<file path="src/rtl/move_scheduler.sv">
// move_scheduler: merges SPI move bytes and gravity ticks into a single
// valid/ready command stream for game_executioner, in the HSOSC clock domain.
// Ports:
//   clk, reset                      clock, asynchronous active-high reset
//   spi_data, spi_data_valid        byte from the spi block and its level flag
//   spi_clear                       one-cycle pulse: byte consumed
//   level, pause                    gravity speed level, freeze gravity and issue
//   cmd_move, cmd_piece             command payload
//   cmd_gravity, cmd_valid          payload is a drop, command presented
//   cmd_ready                       executioner handshake
//   fifo_count, overflow            move FIFO occupancy, sticky drop flag
module move_scheduler #(
    parameter int unsigned FIFO_DEPTH  = 4,
    parameter int unsigned DROP_PERIOD = 48_000_000,
    parameter int unsigned MIN_PERIOD  = 1_500_000,
    parameter logic [1:0]  DROP_CMD    = 2'd2,
    parameter int unsigned CNT_WIDTH   = 26
) (
    input  logic                          clk,
    input  logic                          reset,
    input  logic [7:0]                    spi_data,
    input  logic                          spi_data_valid,
    output logic                          spi_clear,
    input  logic [3:0]                    level,
    input  logic                          pause,
    output logic [1:0]                    cmd_move,
    output logic [2:0]                    cmd_piece,
    output logic                          cmd_gravity,
    output logic                          cmd_valid,
    input  logic                          cmd_ready,
    output logic [$clog2(FIFO_DEPTH):0]   fifo_count,
    output logic                          overflow
);

    localparam int AW = $clog2(FIFO_DEPTH);
    localparam logic [AW:0] FULL_CNT = (AW+1)'(FIFO_DEPTH);
    localparam logic [AW:0] CNT_ONE = (AW+1)'(1);
    localparam logic [CNT_WIDTH-1:0] DROP_W = CNT_WIDTH'(DROP_PERIOD);
    localparam logic [CNT_WIDTH-1:0] MIN_W = CNT_WIDTH'(MIN_PERIOD);
    localparam logic [CNT_WIDTH-1:0] GRAV_ONE = CNT_WIDTH'(1);

    typedef enum logic {IDLE, ISSUE} state_t;

    state_t state;

    logic                 spi_valid_q;
    logic [5:0]           cap_byte;
    logic [4:0]           fifo_mem [FIFO_DEPTH];
    logic [AW-1:0]        wr_ptr;
    logic [AW-1:0]        rd_ptr;
    logic [CNT_WIDTH-1:0] grav_cnt;
    logic                 grav_pending;
    logic                 last_grav;

    logic [CNT_WIDTH-1:0] shifted;
    logic [CNT_WIDTH-1:0] period_m1;
    logic                 full;
    logic                 accept;
    logic                 pop;
    logic                 push;
    logic                 push_ok;
    logic                 tick;
    logic                 move_pend;
    logic                 pick_grav;
    logic                 unused_bits;

    assign unused_bits = ^spi_data[7:6];

    always_comb begin
        shifted   = DROP_W >> level;
        period_m1 = ((shifted > MIN_W) ? shifted : MIN_W) - GRAV_ONE;
        full      = (fifo_count == FULL_CNT);
        accept    = cmd_valid & cmd_ready;
        pop       = accept & ~cmd_gravity;
        // Captured byte is pushed on the same cycle spi_clear is high.
        push      = spi_clear & cap_byte[5];
        push_ok   = push & (~full | pop);
        // >= rather than == so a shorter period after a level bump
        // fires immediately instead of waiting for a wrap.
        tick      = ~pause & (grav_cnt >= period_m1);
        move_pend = (fifo_count != '0);
        // Round-robin: gravity wins a tie only if a move went last.
        pick_grav = grav_pending & (~move_pend | ~last_grav);
    end

    always_ff @(posedge clk or posedge reset) begin
        if (reset) begin
            spi_valid_q <= 1'b0;
            spi_clear   <= 1'b0;
            cap_byte    <= '0;
        end else begin
            spi_valid_q <= spi_data_valid;
            spi_clear   <= spi_data_valid & ~spi_valid_q;
            if (spi_data_valid & ~spi_valid_q) begin
                cap_byte <= spi_data[5:0];
            end
        end
    end

    always_ff @(posedge clk) begin
        if (push_ok) begin
            fifo_mem[wr_ptr] <= cap_byte[4:0];
        end
    end

    always_ff @(posedge clk or posedge reset) begin
        if (reset) begin
            wr_ptr     <= '0;
            rd_ptr     <= '0;
            fifo_count <= '0;
            overflow   <= 1'b0;
        end else begin
            if (push_ok) begin
                wr_ptr <= wr_ptr + 1'b1;
            end
            if (pop) begin
                rd_ptr <= rd_ptr + 1'b1;
            end
            case ({push_ok, pop})
                2'b10:   fifo_count <= fifo_count + CNT_ONE;
                2'b01:   fifo_count <= fifo_count - CNT_ONE;
                default: fifo_count <= fifo_count;
            endcase
            if (push & ~push_ok) begin
                overflow <= 1'b1;
            end
        end
    end

    always_ff @(posedge clk or posedge reset) begin
        if (reset) begin
            grav_cnt     <= '0;
            grav_pending <= 1'b0;
        end else begin
            if (!pause) begin
                grav_cnt <= (grav_cnt >= period_m1) ? '0 : grav_cnt + GRAV_ONE;
            end
            if (accept & cmd_gravity) begin
                grav_pending <= 1'b0;
            end
            if (tick) begin
                grav_pending <= 1'b1;
            end
        end
    end

    always_ff @(posedge clk or posedge reset) begin
        if (reset) begin
            state       <= IDLE;
            last_grav   <= 1'b1;
            cmd_valid   <= 1'b0;
            cmd_move    <= '0;
            cmd_piece   <= '0;
            cmd_gravity <= 1'b0;
        end else begin
            unique case (state)
                IDLE: begin
                    if (!pause && (grav_pending || move_pend)) begin
                        cmd_valid   <= 1'b1;
                        cmd_gravity <= pick_grav;
                        cmd_move    <= pick_grav ? DROP_CMD : fifo_mem[rd_ptr][1:0];
                        cmd_piece   <= pick_grav ? 3'd0 : fifo_mem[rd_ptr][4:2];
                        state       <= ISSUE;
                    end
                end
                ISSUE: begin
                    if (cmd_ready) begin
                        cmd_valid <= 1'b0;
                        last_grav <= cmd_gravity;
                        state     <= IDLE;
                    end
                end
                default: state <= IDLE;
            endcase
        end
    end

endmodule
</file>
<file path="config.mk">
export PLATFORM = sky130hd
export DESIGN_NAME = move_scheduler
export DESIGN_NICKNAME = d
export VERILOG_FILES = /design/src/rtl/move_scheduler.sv
export SDC_FILE = /design/constraint.sdc
export NUM_CORES = 1
export LEC_CHECK = 0
export CORE_MARGIN = 2
export CORE_UTILIZATION = 45
export CTS_CLUSTER_SIZE = 28
export DETAILED_ROUTE_END_ITERATION = 7
export GPL_ROUTABILITY_DRIVEN = 0
export PLACE_DENSITY_LB_ADDON = 0.05
export SETUP_SLACK_MARGIN = 0.5
export SYNTH_ARGS = -nofsm -noshare
export SYNTH_HDL_FRONTEND = slang
export SYNTH_SLANG_ARGS = --single-unit
</file>
<file path="constraint.sdc">
create_clock -name clk -period 2.7 [get_ports clk]
set_input_delay 0.54 -clock clk [delete_from_list [all_inputs] [get_ports clk]]
set_output_delay 0.54 -clock clk [all_outputs]
set_load 0.02 [all_outputs]
</file>
# Yosys cells after proc, flatten, opt, wreduce, memory -nomap -nowiden
# Memory sizes are Yosys's and may differ from the RTL's.
# Cells that the tools add are included.
op_classes:
  order_cmp: 2
  shifts: 1
  n_eq_ne: 5
  muxes: 15
  n_bitwise: 19
  reduce_logical: 9
  add_sub_neg: 6
ops:
  columns: ["op", "n"]
  rows:
  - ["26-bit two-way mux", 2]
  - ["26-bit by 1-bit adder with 26-bit output, second input constant", 1]
  - ["26-bit greater-or-equal comparator", 1]
  - ["26-bit by 21-bit greater-than comparator with 1-bit output, second input constant", 1]
  - ["26-bit by 4-bit >> shifter with 26-bit output, first input constant", 1]
  - ["26-bit by 1-bit subtractor with 26-bit output, second input constant", 1]
  - ["1-bit AND", 9]
  - ["1-bit two-way mux", 8]
  - ["1-bit NOT", 8]
  - ["3-bit case mux with 2 select lines", 1]
  - ["2-bit AND reduction", 3]
  - ["2-bit by 1-bit adder with 2-bit output, second input constant", 2]
  - ["2-bit inequality test, second input constant", 2]
  - ["1-bit case mux with 2 select lines", 2]
  - ["2-bit nonzero test", 2]
  - ["3-bit by 1-bit adder with 3-bit output, second input constant", 1]
  - ["3-bit == test, second input constant", 1]
  - ["3-bit two-way mux", 1]
  - ["3-bit nonzero test", 1]
  - ["3-bit by 1-bit subtractor with 3-bit output, second input constant", 1]
  - ["2-bit by 1-bit == test with 1-bit output, second input constant", 1]
  - ["2-bit == test, second input constant", 1]
  - ["2-bit two-way mux", 1]
  - ["1-bit bitwise OR", 2]
  - ["other kinds (3)", 3]
word_totals:
  mem_bits_rw: 20
  ff_bits: 52
  input_bits: 17
  output_inout_bits: 12
  n_memories: 1
memory_table:
  columns: ["name", "words", "width", "rd", "rd_ports_with_merged_regs", "wr", "line_no", "text"]
  rows:
  - ["fifo_mem", 4, 5, 1, 0, 1, "48", "logic [4:0] fifo_mem [FIFO_DEPTH];"]

# Longest topological paths before layout
# Gate-level depths: netlist (run 1).
depth:
  word_depth: 7
  ltp_mapped: 19
  mapped_depth_nobuf: 15

# Worst setup path before layout (run 1)
# Ideal clock, no wire load.
synth_timing:
  kind: "input port to flip-flop"
  from: "input level[1]"
  to: "register grav_cnt[4]"
  t_arrival_ns: 4.271
  setup_time_ns: 0.121
  n_path_buf: 2
  cell_stages: 17
  required_ns: 2.579
  slack_ns: -1.692
  cell_sequence: "buf_1 inv_1 ha_1 buf_6 or3_4 a21oi_4 nand4_4 o21ai_2 o31ai_2 or3_1 ha_1 nand4_1 nor4_1 a211oi_1 a211oi_1 o31ai_1 a22o_1"
synth_via:
  elab_chain_cells: 6
synth_lines:
  columns: ["element", "line_no", "text"]
  rows:
  - ["start: declaration", "24", "input logic [3:0] level,"]
  - ["26-bit by 4-bit >> shifter with 26-bit output *", "70", "shifted = DROP_W >> level;"]
  - ["26-bit by 21-bit greater-than comparator with 1-bit output", "71", "period_m1 = ((shifted > MIN_W) ? shifted : MIN_W) - GRAV_ONE;"]
  - ["26-bit two-way mux *", "71", null]
  - ["26-bit by 1-bit subtractor with 26-bit output *", "71", null]
  - ["26-bit greater-or-equal comparator *", "136", "grav_cnt <= (grav_cnt >= period_m1) ? '0 : grav_cnt + GRAV_ONE;"]
  - ["26-bit two-way mux *", "136", null]
  - ["end signal: assignment", "136", null]
  - ["end: declaration", "51", "logic [CNT_WIDTH-1:0] grav_cnt;"]
# Every way passes the cells marked *; elsewhere a longest branch is shown, timed or not.
# A chain may end at the register's enable or synchronous reset.

# Final worst setup path (run 1)
layout_timing:
  from: "input level[1]"
  to: "register grav_cnt[8]"
# Same word-level chain as after synthesis.

==> metrics.txt, run 1 <==
crit end category flop; initial DRC count 179; Worst R2R Path Depth 9; Worst setup SP type input port; Die Area 11200 um^2; Worst-Skew Late Latency 340 ps; DPL Wire Length 8020 um; post-synthesis sequential area ratio 0.409; htree depth 3; Fillers 908; number of buffers created by CTS 9; largest area contributor in the synthesized netlist dfrtp_1; final worst slack -1130 ps; commonest cells in the netlist 51 x dfrtp_1, 51 x nor2_1, 44 x nand2_1, 39 x ha_1, 28 x inv_1; Vias/cell 5.22; total grt overflow 0; Area growth, synth to finish 34.5%; Post-DRT Antenna Nets 0; die width 106 um; Post-Route WL 11100 um; worst min-delay path category reg2reg; CTS root buf clkbuf_8; Setup CP Type in2reg; drt first pass iters 4; core area 10200 um^2; Max Clk Rate 261 MHz; pre-CTS setup slack -1990 ps; hold_sp cmd_piece[0]; DR DRC count 0; number of antenna cells inserted 0; Max-Cap Viols 0; first-pass GRT wire length 18700 um; Required @ worst endpoint 2940 ps; Tcrit/Tclk final 1.42; share of layout cells above drive strength 1 0.280; cells along the critical path buf_8 -> buf_6 -> ha_1 -> or3_1 -> or4_4 -> o31ai_4 -> a21oi_1 -> ha_1 -> nand4_1 -> nor4_2 -> a211oi_2 -> a211o_1 -> a21oi_4 -> buf_4 -> buf_6 -> nor2_1; Synth Area per Inst 9.74 um^2; PortBufs 26; PD cells 581 nW/um^2; CTS tree built; CP startpoint level[1]; Setup TNS Final -29350 ps; Rows 37; FFs w/ async S/R, synth 0.722; VDD IR max 0.623 mV; synth warn 0; Setup Viol. Count Final 27; EDFF count, synth 20; Via Count 3806; failing checks negative setup slack; maximum clock path buffer count 2; Worst Hold Depth 2; TritonCTS sink count 72; routed len/inst 15.2 um; status complete, but fails checks; maximum number of pins on one net before global-route repair 53; initial antenna violation count 0; Hold Worst Slack 483 ps; clock transition at the registers of the reported paths 90 ps; top cells by area, synth dfrtp_1 27%, edfxtp_1 13%, ha_1 10%; slowest cell delay on critical path 480 ps; Yosys top cell area share 0.274; Tot GR Track Use 0.211; #FFs+latches synth 72; Slew Limit Fails 0; worst slew pin tran 652 ps; Die H 106 um; Final Util 0.615; critical path fanouts, max 16; worst r2r src grav_cnt[13]; I/O pin cnt 29; hold buffers post-CTS 0; number of global-route vias before repair 3976; Post-Route Skew 8.40 ps; Lkg Pwr 2.71 nW; RSZ-0062 raised after global routing true; Cells after Synth 478; Slowest cell on crit path or4_4; Yosys cell types 68; minimum clock period 3830 ps; Synth Flop Type dfrtp_1; Slew HR 0.565; Post-Syn Area 4650 um^2; endpoints failing hold 0; Final #Nets 645; Initial Util 0.457; Critical Path AT 4070 ps
## state kept, by name (all words and copies together), names as in the netlist
register and flops:
fifo_mem 20, grav_cnt 26, fifo_count 3, wr_ptr 2
cap_byte 6, rd_ptr 2, cmd_move 2, cmd_piece 3
spi_clear 1, cmd_gravity 1, grav_pending 1, last_grav 1
spi_valid_q 1, cmd_valid 1, state 1, overflow 1
## worst max-delay path, delay by kind of cell
kind | cells | cell delay, ps
buf+inv | 4 | 510
simple gates | 5 | 1300
fa+ha+maj | 2 | 580
compound gates | 5 | 1120
## power breakdown
part / internal (mW) / switching, mW
sequential: 1.33 / 0.206
combinational: 0.653 / 0.631
clock: 0.366 / 0.454
total: 2.35 / 1.29
## logic make-up after synthesis
family	after synthesis	synth area share
buffers and inverters	47	0.0449
other	1	0.000806
xor gates and xnor gates	30	0.0565
muxes	16	0.0497
adders and majority gates	40	0.109
DFF	72	0.409
and+or+nand+nor	182	0.201
AOI/OAI and AO/OA	90	0.129
## placed cells by master (no fill, tap or decap), drive strengths merged, types with 10 or more instances in the layout
cell type      instances
nor2                  51
buf                   88
ha                    39
xnor2                 14
clkdlybuf4s50         22
nand2                 44
nand2b                10
nand3                 17
inv                   35
xor2                  16
nand4                 11
o21ai                 25
a21oi                 22
dfrtp                 51
edfxtp                20
nor2b                 11
clkbuf                11
## layout make-up
type | count | area, um^2 | area share
Multi-Input combinational cell | 362 | 2850 | 0.456
Sequential cell | 72 | 1900 | 0.304
Clock inverter | 7 | 68.8 | 0.0110
Timing Repair Buffer | 114 | 1020 | 0.163
Clock buffer | 9 | 124 | 0.0198
Inverter | 29 | 125 | 0.0200
Tap cell | 136 | 170 | 0.0272
## worst paths after layout
check                                 to  slack (ps)
min                         cmd_piece[0]         480
min in group asynchronous  fifo_count[1]         670
max                          grav_cnt[8]       -1130
max in group asynchronous   grav_cnt[15]        1580
min reg2reg                 cmd_piece[0]         480
max reg2reg                  grav_cnt[8]         410
## per-layer routing
| metal | routed length, um | GRT usage | vias to the layer above | share of wire |
|---|---|---|---|---|
| met5 | 0 | 0 | - | 0 |
| met4 | 428 | 0.0940 | 0 | 0.039 |
| met2 | 5740 | 0.382 | 73 | 0.52 |
| met3 | 270 | 0.0297 | 35 | 0.024 |
| li1 | - | - | 1920 | - |
| met1 | 4620 | 0.248 | 1778 | 0.42 |
## repair_timing
action | 4_1_cts | 5_1_grt
setup buffers | 15 | 4
setup endpoints to repair | 27 | 27
gates resized for setup | 39 | 31
endpoints found under the hold margin | 0 | 0
pin swaps | 10 | 12
cloned | 4 | 0
## through the flow
step           area [um^2]  std cells  power (mW)
5_1_grt               6260        729        3.90
2_1_floorplan         4760        480        2.28
3_5_place_dp          5570        690        2.75
4_1_cts               6080        725        3.63
6_report              6260        729        3.64
3_3_place_gp          5570        690        2.72
Note: power is estimated with default switching activity, not from simulation.
==> run 2, diff against run 1 <==
Settings changed: DONT_BUFFER_PORTS set to 1, SKIP_CTS_REPAIR_TIMING set to 1, SLEW_MARGIN set to 15.
==> run 2 against run 1 <==
Net effect: the flow still finishes with violations (negative setup slack); routed wire length is 3.9% lower; clock-buffer cell count stayed put; register-to-register slack hardly changed; core utilization is 6.5 points lower; cell area is 11% lower; clock skew is 1.7 ps lower; sequential share of layout area is 3.6 points higher; die area stayed put; final cell count is 7.0% lower; via count is 4.8% lower; largest power group unchanged.
==> metrics.txt, run 2 (same netlist as run 1, synthesis figures left out) <==
CTS root buf clkbuf_8; DPL Wire Length 7800 um; Die H 106 um; DR DRC count 0; Max-Cap Viols 0; most frequent cells in the layout 58 x buf_4, 51 x dfrtp_1, 49 x nor2_1; number of global-route vias before repair 3655; Critical Path AT 3920 ps; number of antenna cells inserted 0; worst slew pin tran 632 ps; die width 106 um; max reg flops 26; first-pass GRT wire length 17300 um; core area 10200 um^2; Pint 2.15 mW; Vias/cell 5.35; initial DRC count 141; TritonCTS sink count 72; count of non-filler cells in the finished layout 678; Tot GR Track Use 0.194; Worst setup SP type input port; crit end category flop; largest registers grav_cnt: 26 flops, fifo_mem: 20 flops, cap_byte: 6 flops; DP Cell Count 649; share of layout cells above drive strength 1 0.225; minimum clock period 3680 ps; Sw Share 0.362; Power, Total 3.37 mW; commonest non-fill, non-tap cell in the layout buf_4; routed len/inst 15.7 um; critical path fanouts, max 17; Clock power frac 0.244; pre-CTS setup slack -1300 ps; Initial Util 0.457; Slew HR 0.576; drt first pass iters 4; Hold Worst Slack 106 ps; Setup CP Type in2reg; Max Clk Rate 272 MHz; Required @ worst endpoint 2940 ps; Setup TNS Final -25570 ps; CTS tree built; failing checks negative setup slack; Post-Route Skew 6.66 ps; Area growth, synth to finish 20.2%; PortBufs 0; Rows 37; maximum number of pins on one net before global-route repair 33; Final #Nets 594; Die Area 11200 um^2; Via Count 3625; Post-Route WL 10600 um; number of buffers created by CTS 9; endpoints failing hold 0; VDD IR max 0.728 mV; Lkg Pwr 2.44 nW; Top reg by flops grav_cnt; Comb power frac 0.268; Setup Viol. Count Final 27; clock transition at the registers of the reported paths 90 ps; Seq pwr share 0.489; final worst slack -980 ps; status complete, but fails checks; I/O pin cnt 29; Slew Limit Fails 0; total grt overflow 0; Post-DRT Antenna Nets 0; maximum clock path buffer count 2; NetSw 1.22 mW; worst min-delay path category in2async; Worst-Skew Late Latency 340 ps; RSZ-0062 raised after global routing true; PD cells 602 nW/um^2; initial antenna violation count 0; Tcrit/Tclk final 1.36; htree depth 3
-- run 2: changes by cell type in the layout (fill, tap and decap cells not counted), sizes merged --
cell	delta
dlygate4sd2	-1
clkdlybuf4s50	-22
buf	-26
bufbuf	-1
clkbuf	-1
-- run 2: final timing paths --
path / end / slack [ps] / startpoint / depth (start not counted)
max: grav_cnt[23] / -980 / level[1] / 17
min: cap_byte[4] / 110 / reset / 1
max reg2reg: grav_cnt[23] / 410 / grav_cnt[6] / 8
min reg2reg: last_grav / 480 / last_grav / 2
max in group asynchronous: last_grav / 1910 / reset / 2
min in group clk: spi_valid_q / 210 / spi_data_valid / 0
-- run 2: per-layer routing --
metal,up-vias,routed length [um],part of all wire,GRT usage
li1,1809,-,-,-
met1,1718,4540,0.43,0.240
met2,71,5350,0.50,0.341
met3,27,390,0.037,0.0291
met4,0,365,0.034,0.0761
met5,-,0,0,0
-- run 2: area by class of cell --
class | count | area [um^2]
Fill cell | 946 | 4590
Sequential cell | 72 | 1900
Multi-Input combinational cell | 362 | 2690
Timing Repair Buffer | 63 | 518
Clock buffer | 9 | 124
Tap cell | 136 | 170
Inverter | 29 | 129
Clock inverter | 7 | 66.3
-- run 2: stage by stage --
| stage | utilization | cell area [um^2] |
|---|---|---|
| floorplan | - | 4760 |
| finish | 0.549 | 5600 |
| CTS | 0.527 | 5370 |
| detailed placement | 0.509 | 5180 |
| global placement | 0.509 | 5180 |
| global route | 0.549 | 5600 |
-- run 2: power groups by stage --
stage               Combinational, mW  Clock, mW  Sequential, mW
finish                          0.902      0.821            1.65
global route                     1.03      0.892            1.69
CTS                             0.876      0.839            1.65
detailed placement              0.872          0            1.67
global placement                0.852          0            1.67
floorplan                       0.713          0            1.57
-- run 2: critical path, cell delays in order --
cell       delay (ps)
inv_12             20
ha_4              230
buf_8             120
or3_4             330
a21oi_4           180
nand4_4           110
o21ai_4           230
o31ai_4           130
or3_1             370
ha_1              280
nand4_1           180
a21oi_2           200
o211ai_1          160
a211o_1           340
a21oi_4           240
clkbuf_16         200
nor2_1             40
